### src/rtl/pipeline_hazard_ctrl.sv
// rtl/pipeline_hazard_ctrl.sv - stall/flush controller for the 5-stage pipeline
module pipeline_hazard_ctrl #(
  parameter int MC_LAT = 4,
  parameter int CNT_W  = 32
) (
  input  logic             clk,
  input  logic             rst,
  input  logic [4:0]       id_rs,
  input  logic [4:0]       id_rt,
  input  logic             id_use_rs,
  input  logic             id_use_rt,
  input  logic [4:0]       ex_rd,
  input  logic             ex_memread,
  input  logic             ex_branch_taken,
  input  logic             ex_mc_start,
  input  logic             mem_busy,
  output logic             pc_wr,
  output logic             ifid_wr,
  output logic             idex_wr,
  output logic             exmem_wr,
  output logic             memwb_wr,
  output logic             ifid_flush,
  output logic             idex_flush,
  output logic             exmem_flush,
  output logic             memwb_flush,
  output logic             mc_busy,
  output logic [CNT_W-1:0] stall_cnt,
  output logic [CNT_W-1:0] flush_cnt
);

  localparam int MC_W = $clog2(MC_LAT);
  // Start cycle and release cycle are not counted by the down-counter.
  localparam logic [MC_W-1:0] MC_INIT = MC_W'(MC_LAT - 2);
  localparam logic [CNT_W-1:0] CNT_MAX = {CNT_W{1'b1}};

  typedef enum logic {
    RUN     = 1'b0,
    MC_WAIT = 1'b1
  } state_t;

  state_t            state_q, state_d;
  logic [MC_W-1:0]   mc_cnt_q, mc_cnt_d;
  logic [CNT_W-1:0]  stall_cnt_q, stall_cnt_d;
  logic [CNT_W-1:0]  flush_cnt_q, flush_cnt_d;

  logic load_use;
  logic branch_fire;
  logic pc_hold, ifid_hold, idex_hold, exmem_hold;
  logic ifid_clr, idex_clr, exmem_clr, memwb_clr;

  // Load in EX whose result is needed by the instruction in ID.
  assign load_use = ex_memread && (ex_rd != 5'd0) &&
                    ((id_use_rs && (id_rs == ex_rd)) ||
                     (id_use_rt && (id_rt == ex_rd)));

  // Fixed-priority hazard resolution and FSM next-state.
  always_comb begin
    state_d     = state_q;
    mc_cnt_d    = mc_cnt_q;
    branch_fire = 1'b0;
    pc_hold     = 1'b0;
    ifid_hold   = 1'b0;
    idex_hold   = 1'b0;
    exmem_hold  = 1'b0;
    ifid_clr    = 1'b0;
    idex_clr    = 1'b0;
    exmem_clr   = 1'b0;
    memwb_clr   = 1'b0;
    if (mem_busy) begin
      // Whole upstream freezes; a bubble goes into MEM/WB.
      pc_hold    = 1'b1;
      ifid_hold  = 1'b1;
      idex_hold  = 1'b1;
      exmem_hold = 1'b1;
      memwb_clr  = 1'b1;
    end else if (state_q == RUN && ex_mc_start) begin
      pc_hold   = 1'b1;
      ifid_hold = 1'b1;
      idex_hold = 1'b1;
      exmem_clr = 1'b1;
      state_d   = MC_WAIT;
      mc_cnt_d  = MC_INIT;
    end else if (state_q == MC_WAIT && mc_cnt_q != '0) begin
      pc_hold   = 1'b1;
      ifid_hold = 1'b1;
      idex_hold = 1'b1;
      exmem_clr = 1'b1;
      mc_cnt_d  = mc_cnt_q - MC_W'(1);
    end else begin
      // Release cycle of a multi-cycle op behaves like a normal RUN cycle.
      if (state_q == MC_WAIT) begin
        state_d = RUN;
      end
      if (ex_branch_taken) begin
        ifid_clr    = 1'b1;
        idex_clr    = 1'b1;
        branch_fire = 1'b1;
      end else if (load_use) begin
        pc_hold   = 1'b1;
        ifid_hold = 1'b1;
        idex_clr  = 1'b1;
      end
    end
  end

  // Saturating performance counters.
  always_comb begin
    stall_cnt_d = stall_cnt_q;
    flush_cnt_d = flush_cnt_q;
    if (pc_hold && stall_cnt_q != CNT_MAX) begin
      stall_cnt_d = stall_cnt_q + CNT_W'(1);
    end
    if (branch_fire && flush_cnt_q != CNT_MAX) begin
      flush_cnt_d = flush_cnt_q + CNT_W'(1);
    end
  end

  // State, multi-cycle counter and performance counters.
  always_ff @(posedge clk or posedge rst) begin
    if (rst) begin
      state_q     <= RUN;
      mc_cnt_q    <= '0;
      stall_cnt_q <= '0;
      flush_cnt_q <= '0;
    end else begin
      state_q     <= state_d;
      mc_cnt_q    <= mc_cnt_d;
      stall_cnt_q <= stall_cnt_d;
      flush_cnt_q <= flush_cnt_d;
    end
  end

  // Controls are gated off while reset is high so segment registers see no stray hold/clear.
  assign pc_wr       = pc_hold    & ~rst;
  assign ifid_wr     = ifid_hold  & ~rst;
  assign idex_wr     = idex_hold  & ~rst;
  assign exmem_wr    = exmem_hold & ~rst;
  assign memwb_wr    = 1'b0;
  assign ifid_flush  = ifid_clr   & ~rst;
  assign idex_flush  = idex_clr   & ~rst;
  assign exmem_flush = exmem_clr  & ~rst;
  assign memwb_flush = memwb_clr  & ~rst;
  assign mc_busy     = (state_q == MC_WAIT) & ~rst;
  assign stall_cnt   = stall_cnt_q;
  assign flush_cnt   = flush_cnt_q;

endmodule

### config.mk
export PLATFORM = sky130hd
export DESIGN_NAME = pipeline_hazard_ctrl
export DESIGN_NICKNAME = d
export VERILOG_FILES = /design/src/rtl/pipeline_hazard_ctrl.sv
export SDC_FILE = /design/constraint.sdc
export NUM_CORES = 1
export LEC_CHECK = 0
export CAP_MARGIN = 20
export CORE_MARGIN = 1
export CORE_UTILIZATION = 50
export CTS_CLUSTER_SIZE = 12
export DETAILED_ROUTE_END_ITERATION = 10
export GPL_TIMING_DRIVEN = 0
export PLACE_DENSITY = 0.83
export SLEW_MARGIN = 5
export SYNTH_ARGS = -nofsm -noshare
export SYNTH_HDL_FRONTEND = slang
export SYNTH_SLANG_ARGS = --single-unit
### constraint.sdc
create_clock -name clk -period 5.3 [get_ports clk]
set_clock_uncertainty 0.1 [all_clocks]
set_input_delay 1.06 -clock clk [delete_from_list [all_inputs] [get_ports clk]]
set_output_delay 1.06 -clock clk [all_outputs]
set_load 0.01 [all_outputs]
# == Word-level counts from Yosys, hierarchy flattened ==
# Cells that the tools add are included.
# word_totals
ff_bits,67
word_cells,58
out_inout_bits,74
input_bits,23
# op_classes
reduce_logical,14
n_addsub,3
mux,22
bitwise_logic,10
eq_ne,5
# op_table
cell,n
"32-bit by 1-bit adder with 32-bit output, second input constant",2
"32-bit != test, second input constant",2
1-bit 2-to-1 mux,20
5-bit == test,2
1-bit logical AND,8
1-bit bitwise AND,7
5-bit nonzero test,1
2-bit 2-to-1 mux,2
2-bit AND reduction,2
2-bit nonzero test,2
1-bit inverter,3
"2-bit != test, second input constant",1
"2-bit by 1-bit subtractor with 2-bit output, second input constant",1
1-bit logical OR,1

# == Longest topological paths before layout ==
# Gate-level depths: netlist of run 1.
# logic_depth
ltp_word,10
mapped_depth,9
depth_no_buf,8

# == Worst setup path before layout of run 1 ==
# Ideal clock, no wire load.
# synth_path
path_kind,input -> output
from,input ex_rd[1]
to,output pc_wr
cell_stages,6
required_time_ns,4.140
path_buffers,1
arrival_ns,2.416
setup_slack_ns,1.724
cell_sequence,or4_1 > o21a_1 > nor2b_1 > a21oi_1 > nor2_1 > buf_4
# synth_between
elab_chain_len,10
elab_cells_between_ends,14
classes_between,2 x eq/ne; 5 x mux; 1 x bitwise; 6 x reduce/logical
# synth_rtl
item,line_no,text
"start, declared",12,"input logic [4:0] ex_rd,"
"5-bit == test, on equally long branches","53, 54",
"1-bit logical AND, on equally long branches","53, 54",
1-bit logical OR,53,((id_use_rs && (id_rs == ex_rd)) ||
1-bit logical AND *,52,assign load_use = ex_memread && (ex_rd != 5'd0) &&
1-bit 2-to-1 mux * (5 in a row),--,
1-bit bitwise AND *,--,
"end, declared",17,"output logic pc_wr,"
# Mark *: on every way between the ends. The rest lies on a longest branch, timed or not.

# == Worst setup path in the final report of run 1 ==
# layout_path
from,input ex_rd[1]
to,output pc_wr
# layout_between
elab_chain_len,10
elab_cells_between_ends,14
classes_between,2 x eq/ne; 5 x mux; 1 x bitwise; 6 x reduce/logical
# layout_rtl
item,line_no,text
"5-bit == test, on equally long branches","53, 54",
"1-bit logical AND, on equally long branches","53, 54",
1-bit logical OR,53,
1-bit logical AND *,52,
1-bit 2-to-1 mux *,98,end else if (load_use) begin
1-bit 2-to-1 mux *,94,if (ex_branch_taken) begin
1-bit 2-to-1 mux *,83,end else if (state_q == MC_WAIT && mc_cnt_q != '0) begin
1-bit 2-to-1 mux *,76,end else if (state_q == RUN && ex_mc_start) begin
1-bit 2-to-1 mux *,69,if (mem_busy) begin
1-bit bitwise AND *,134,assign pc_wr = pc_hold & ~rst;
# Marked as above.

==> parameters.txt, run 1 <==
Parameter                              Value

Clocking
  Number of buffers inserted to repair setup after CTS    0
  PostCTS Resize Cnt    0
  Number of sinks handled by clock tree synthesis    67
  Worst skew pair latency    340 ps
  TritonCTS clock tree    yes
  Number of clock buffers inserted by TritonCTS    9
  Clock transition at the register clock pins on the worst setup and hold paths after CTS    70 ps
  Hold-fix buffer count after cts    0
  Clock root buffer master    sky130_fd_sc_hd__clkbuf_8
  Number of H-tree levels    3
  Number of buffers between clock root and the deepest sink    2

Critical path
  Worst r2r dst    stall_cnt[1]$_DFFE_PP0P_
  Critical path capture point type    output port
  Chain of cells forming the critical path    clkdlybuf4s50_1 > or4_1 > o21a_1 > nor2b_1 > a21oi_1 > nor2_1 > buf_4 > clkdlybuf4s50_1
  Crit path launch type    primary input
  Critical Setup Path Class    primary input to output port
  Worst reg2reg path startpoint    stall_cnt[16]$_DFFE_PP0P_
  Critical path data arrival time    3490 ps
  Library cell contributing the largest single delay on the critical path    sky130_fd_sc_hd__or4_1
  R2r setup slk    2740 ps
  Crit path top cell by count    sky130_fd_sc_hd__clkdlybuf4s50_1
  R2R depth    6
  Worst EP required    4140 ps
  Maximum fanout encountered on the critical timing path    4
  Critical Path Max Stage Delay    560 ps

STA
  Pins over their slew limit    0
  Top achievable clock speed    215 MHz
  Slew @ Worst Pin    853 ps
  Clock period minus worst slack    4650 ps
  Setup slack of the critical path after layout    651 ps
  Number of endpoints with negative hold slack in the final report    0
  Hold Slack    400 ps
  Worst-case headroom to the max-slew limit    42.6%
  Setup repair after global routing missed its margin    false
  Final period util    87.7%
  Final TNS setup    0 ps
  Final-report setup violation count    0

Route
  Detailed Route WL    8.27 mm
  Via count    3,017
  Routed WL per cell    14.8 um
  Violation count after the first detailed-route iteration    122
  Number of optimization iterations in the first detailed-route pass    4
  DRC Markers    0
  Antenna Violating Nets Remaining    0
  Detail-routed via count per cell    5.40

Floorplan
  Die Width    85.7 um
  Die ar.    0.00735 sq mm
  Vertical die dimension    85.7 um
  Number of ports placed on the die boundary    97
  Area of the core    0.00679 sq mm
  Standard-cell rows    30
  Starting density of the core    51.6%

Power and ir drop
  Cell area power density    325 mW/mm^2
  Flop pwr share    41.2%
  Internal power of the cells    0.00107 W
  Reported net switching power    0.000493 W
  Comb power frac    27.8%
  Switch share    31.6%
  Leakage power figure    2.07 nW
  Max IR drop VDD    0.000261 V
  Proportion of power drawn by the clock network    31.0%

Place
  Number of placed instances with taps included    543
  Post-DP HPWL    6.04 mm
  Buffers added on ports    93
  Post-placement cell area    0.00456 sq mm
  Pre-CTS setup slack    642 ps
  Routability Congestion    0.823

Global routing
  Layer with the highest usage    met2
  Overflow left after global routing    0
  Via count of the first global-routing pass    2,874
  Met2 usage in global routing    37.7%
  Met3 Use GR    4.91%
  Wire length of the first global-routing pass    13.2 mm
  Initial antenna violation count    0
  Largest net degree at the start of global routing    68
  Overall global routing resource usage    22.8%
  Global routing usage on met1    28.8%

Logic synthesis
  Count of warnings emitted by yosys    0
  Synthesized net count    380
  Area fraction of the dominant cell type after synthesis    47.8%
  Number of flip-flops and latches in the synthesized netlist    67
  Synthesized netlist cell count    354
  Cells taking the most area after synthesis    sky130_fd_sc_hd__dfrtp_1, sky130_fd_sc_hd__xnor2_1, sky130_fd_sc_hd__xor2_1, sky130_fd_sc_hd__nand3_1, sky130_fd_sc_hd__nand2_1
  Async set or reset register ratio after synthesis    100%
  Number of enable-type register cells in the synthesized netlist    0
  Count of unique library cells instantiated by Yosys    43
  Share of the yosys chip area belonging to registers    47.8%
  Synth Cell Area    0.00351 sq mm
  Primary flip-flop cell chosen by synthesis mapping    sky130_fd_sc_hd__dfrtp_1
  Cell type with the largest total area after synthesis    sky130_fd_sc_hd__dfrtp_1
  Avg Inst Size Synth    9.90 sq um

Finish
  Most common cell after layout, fill and taps aside    sky130_fd_sc_hd__clkdlybuf4s50_1
  Layout cells sized above 1    7.13%
  Antenna diode count    0
  Layout overhead on the synthesized area    36.5%
  Multi-input gate area in the final layout    0.00172 sq mm
  Highest-count cells in the layout ignoring fill and taps    sky130_fd_sc_hd__clkdlybuf4s50_1, sky130_fd_sc_hd__dfrtp_1, sky130_fd_sc_hd__xnor2_1
  Number of cells in the finished layout apart from fillers    559
  Final Instance Area    0.00479 sq mm
  Storage element area    0.00168 sq mm
  Final nets    484
  Filler cell count in the final layout    497

Hold path
  Hold Path Class    register to register
  Hold wc startpoint    flush_cnt[18]$_DFFE_PP0P_
  End point of the worst hold path    flush_cnt[18]$_DFFE_PP0P_
  Number of stages on the worst hold path    1

Run
  Max-Cap Viols    0

Status
  Outcome    completed
## state kept, by name (all words and copies together) (netlist names)
signal,count
mc_cnt_q,2
stall_cnt,32
flush_cnt,32
state_q,1
## power by group through the flow
stage               Sequential, W  Clock [W]  Combinational, W
floorplan                0.000656          0          0.000226
CTS                      0.000642   0.000489          0.000437
detailed placement       0.000649          0          0.000433
global route             0.000651   0.000513          0.000467
finish                   0.000642   0.000483          0.000433
global placement         0.000647          0          0.000416
## synthesized netlist by cell type, types with 3 or more instances
| cell | n |
|---|---|
| sky130_fd_sc_hd__a21oi_1 | 9 |
| sky130_fd_sc_hd__and3_1 | 6 |
| sky130_fd_sc_hd__buf_4 | 5 |
| sky130_fd_sc_hd__clkbuf_1 | 4 |
| sky130_fd_sc_hd__dfrtp_1 | 67 |
| sky130_fd_sc_hd__ha_1 | 3 |
| sky130_fd_sc_hd__inv_1 | 12 |
| sky130_fd_sc_hd__nand2_1 | 34 |
| sky130_fd_sc_hd__nand3_1 | 26 |
| sky130_fd_sc_hd__nand4_1 | 18 |
| sky130_fd_sc_hd__nor2_1 | 22 |
| sky130_fd_sc_hd__nor2b_1 | 4 |
| sky130_fd_sc_hd__nor3_1 | 18 |
| sky130_fd_sc_hd__nor4_1 | 15 |
| sky130_fd_sc_hd__nor4b_1 | 3 |
| sky130_fd_sc_hd__or3_1 | 3 |
| sky130_fd_sc_hd__or4_1 | 3 |
| sky130_fd_sc_hd__xnor2_1 | 36 |
| sky130_fd_sc_hd__xor2_1 | 35 |
## worst max-delay path by stage
stage,start,end,slack (ps),depth (start not counted)
CTS,ex_rd[1],pc_wr,640,8
finish,ex_rd[1],pc_wr,650,8
global route,ex_rd[2],pc_wr,540,8
detailed placement,ex_rd[1],pc_wr,640,8
global placement,ex_rd[1],pc_wr,670,8
floorplan,ex_rd[1],pc_wr,1720,6
## final cells by class
class,count,share of cell area [%]
Inverter,12,0.993
Sequential cell,67,35.0
Buffer,11,1.31
Timing Repair Buffer,93,19.4
Multi-Input combinational cell,264,36.0
Tap cell,96,2.51
Clock inverter,4,1.52
Clock buffer,12,3.24
## worst max-delay path: cells and delay by family
family	cells	cell delay, ps
AND/OR/NAND/NOR	3	820
AO/OA/AOI/OAI	2	510
buffers and inverters	3	1100
## through the flow
step / power, W / utilization, %
after CTS: 0.00157 / 70.5
after global routing: 0.00163 / 70.5
after detailed placement: 0.00108 / 67.1
after floorplan: 0.000882 / -
final: 0.00156 / 70.5
after global placement: 0.00106 / 67.1
## cell families after synthesis
| kind of cell | count (synthesis) | share of synthesized area, % |
|---|---|---|
| XOR/XNOR | 71 | 17.7 |
| AO/OA/AOI/OAI | 19 | 3.60 |
| adder cells (fa/ha/maj) | 3 | 1.07 |
| AND/OR/NAND/NOR | 168 | 26.0 |
| other | 1 | 0.107 |
| buffers and inverters | 23 | 3.07 |
| multiplexers | 2 | 0.607 |
| flip-flops | 67 | 47.8 |
## layer usage
layer	vias to the layer above	share of wire, %
met2	96	49
met4	0	2.3
met5	-	0
met3	21	5.7
met1	1458	43
li1	1442	-
No activity file was read; power rests on OpenSTA's default activity.
==> run 2: changes to the inputs <==
- CORE_MARGIN: 1 -> 3
- CTS_BUF_LIST: not set -> sky130_fd_sc_hd__clkbuf_16
==> run 2 against run 1 <==
Against the previous run: sequential share of layout area down 0.44 points; critical path depth unchanged; total power up 6.5%; register-to-register slack worse by 30 ps; final cell count down 0.54%; first-iteration DRC count up 21%; largest cell class unchanged; clock power up 21%; design area up 1.3%; hold slack worse by 1.7 ps; wire length up 3.3%.
==> parameters.txt, run 2 (synthesis gave the netlist of run 1 again) <==
Parameter                              Value

Status
  Outcome    completed

Critical path
  Critical path capture point type    output port
  Critical path data arrival time    3540 ps (+50 ps)
  Critical Setup Path Class    primary input to output port
  Maximum fanout encountered on the critical timing path    4 (unchanged)
  Crit path launch type    primary input
  Worst EP required    4140 ps (about the same)

Finish
  Storage element area    0.00168 sq mm (unchanged)
  Number of cells in the finished layout apart from fillers    556 (-0.54%)
  Final nets    484 (unchanged)
  Highest-count cells in the layout ignoring fill and taps    sky130_fd_sc_hd__clkdlybuf4s50_1, sky130_fd_sc_hd__dfrtp_1, sky130_fd_sc_hd__xnor2_1
  Antenna diode count    0 (unchanged)
  Final Instance Area    0.00485 sq mm (+1.3%)
  Multi-input gate area in the final layout    0.00172 sq mm (unchanged)
  Layout cells sized above 1    7.13% (unchanged)
  Most common cell after layout, fill and taps aside    sky130_fd_sc_hd__clkdlybuf4s50_1
  Filler cell count in the final layout    458 (-7.8%)
  Layout overhead on the synthesized area    38.3%
  End-of-flow core utilization    73.8% (+3.4 points)

Floorplan
  Vertical die dimension    89.7 um (+4.7%)
  Standard-cell rows    29 (-3.3%)
  Area of the core    0.00657 sq mm (-3.3%)
  Starting density of the core    53.4% (+1.8 points)
  Number of ports placed on the die boundary    97 (unchanged)
  Die ar.    0.00805 sq mm (+9.5%)
  Die Width    89.7 um (+4.7%)

STA
  Slew @ Worst Pin    815 ps (-37.9 ps)
  Setup repair after global routing missed its margin    false
  Final period util    88.8% (+1.1 points)
  Top achievable clock speed    213 MHz (-1.2%)
  Clock period minus worst slack    4700 ps (+55.8 ps)
  Pins over their slew limit    0 (unchanged)
  Number of endpoints with negative hold slack in the final report    0 (unchanged)
  Hold Slack    398 ps (-1.71 ps)
  Final-report setup violation count    0 (unchanged)
  Final TNS setup    0 ps (unchanged)
  Worst-case headroom to the max-slew limit    45.2% (+2.5 points)

Route
  DRC Markers    0 (unchanged)
  Number of optimization iterations in the first detailed-route pass    4 (unchanged)
  Top Metal Used    met4
  Total routed wire length on the met1 layer    3.68 mm (+2.2%)
  Detailed Route WL    8.54 mm (+3.3%)
  Detail-routed via count per cell    5.47 (+1.4%)
  Met2 routed WL    4.21 mm (+4.9%)
  Routed WL per cell    15.4 um (+3.8%)
  Via count    3,043 (+0.86%)
  Antenna Violating Nets Remaining    0 (unchanged)
  Violation count after the first detailed-route iteration    148 (+21%)
  Met3 Routed Length    504 um (+7.5%)

Clocking
  Worst skew pair latency    330 ps (about the same)
  Number of H-tree levels    3 (unchanged)
  Number of buffers between clock root and the deepest sink    2 (unchanged)
  Hold-fix buffer count after cts    0 (unchanged)
  Number of buffers inserted to repair setup after CTS    0 (unchanged)
  Number of sinks handled by clock tree synthesis    67 (unchanged)
  PostCTS Resize Cnt    0 (unchanged)
  Clock root buffer master    sky130_fd_sc_hd__clkbuf_16
  TritonCTS clock tree    yes
  Clock transition at the register clock pins on the worst setup and hold paths after CTS    50 ps (-20 ps)
  Number of clock buffers inserted by TritonCTS    9 (unchanged)

Place
  Post-placement cell area    0.00456 sq mm (about the same)
  Buffers added on ports    93 (unchanged)
  Post-DP HPWL    6.19 mm (+2.4%)
  Number of placed instances with taps included    540 (-0.55%)
  Routability Congestion    0.815 (-1.0%)

Global routing
  Via count of the first global-routing pass    3,085 (+7.3%)
  Wire length of the first global-routing pass    14.5 mm (+10%)
  Overall global routing resource usage    21.8% (-0.97 points)
  Overflow left after global routing    0 (unchanged)
  Largest net degree at the start of global routing    68 (unchanged)
  Initial antenna violation count    0 (unchanged)

Power and ir drop
  Cell area power density    342 mW/mm^2 (+5.1%)
  Leakage power figure    2.10 nW (+1.3%)
  Max IR drop VDD    0.000302 V (+16%)

Hold path
  Hold Path Class    register to register

Run
  Max-Cap Viols    0 (unchanged)
-- run 2: cell count changes in the layout (fill, tap and decap cells not counted) --
cell / delta
sky130_fd_sc_hd__clkinv_2: +1
sky130_fd_sc_hd__clkinvlp_4: +1
sky130_fd_sc_hd__clkbuf_8: -11
sky130_fd_sc_hd__clkinv_1: +1
sky130_fd_sc_hd__clkbuf_16: +9
sky130_fd_sc_hd__bufinv_16: -1
sky130_fd_sc_hd__inv_6: +1
sky130_fd_sc_hd__clkbuf_1: -1
-- run 2: metrics by stage --
| stage | power, W | worst slack [ps] |
|---|---|---|
| 2_1_floorplan | 0.000882 | 1720 |
| 3_3_place_gp | 0.00106 | 669 |
| 3_5_place_dp | 0.00108 | 619 |
| 4_1_cts | 0.00167 | 610 |
| 5_1_grt | 0.00175 | 495 |
| 6_report | 0.00166 | 595 |
-- run 2: layout make-up --
cell class                      instances  area share, %
Multi-Input combinational cell        264           35.5
Buffer                                 11           1.29
Clock buffer                            9           4.65
Sequential cell                        67           34.6
Timing Repair Buffer                   93           19.2
Inverter                               12          0.981
Tap cell                               93           2.40
Clock inverter                          7           1.39
-- run 2: final timing paths --
path                                                  end                       from  cells after the start  slack, ps
worst max-delay path                                pc_wr                   ex_rd[1]                      8        600
worst min-delay path            flush_cnt[30]$_DFFE_PP0P_  flush_cnt[30]$_DFFE_PP0P_                      1        400
worst max register to register   stall_cnt[1]$_DFFE_PP0P_  stall_cnt[15]$_DFFE_PP0P_                      6       2710
worst min register to register  flush_cnt[30]$_DFFE_PP0P_  flush_cnt[30]$_DFFE_PP0P_                      1        400
max in group asynchronous       flush_cnt[29]$_DFFE_PP0P_                        rst                      2       3630
min in group asynchronous        flush_cnt[0]$_DFFE_PP0P_                        rst                      2        950
-- run 2: metal layers --
metal / track usage (%) / vias up
met1: 28.2 / 1478
met3: 5.09 / 18
met5: 0 / -
met2: 35.1 / 100
li1: - / 1447
met4: 9.83 / 0
-- run 2: report_power, final --
part | leakage (nW) | switching, W | total, W | internal, W
Sequential | 0.872 | 0.0000739 | 0.000643 | 0.000569
Clock | 0.139 | 0.000222 | 0.000584 | 0.000362
Combinational | 1.08 | 0.000226 | 0.000432 | 0.000206
Total | 2.10 | 0.000522 | 0.00166 | 0.00114
-- run 2: critical path: stages --
cell and delay [ps]:
sky130_fd_sc_hd__clkdlybuf4s50_1 480, sky130_fd_sc_hd__or4_1 560, sky130_fd_sc_hd__o21a_1 200, sky130_fd_sc_hd__nor2b_1 160
sky130_fd_sc_hd__a21oi_1 340, sky130_fd_sc_hd__nor2_1 120, sky130_fd_sc_hd__buf_4 160, sky130_fd_sc_hd__clkdlybuf4s50_1 470
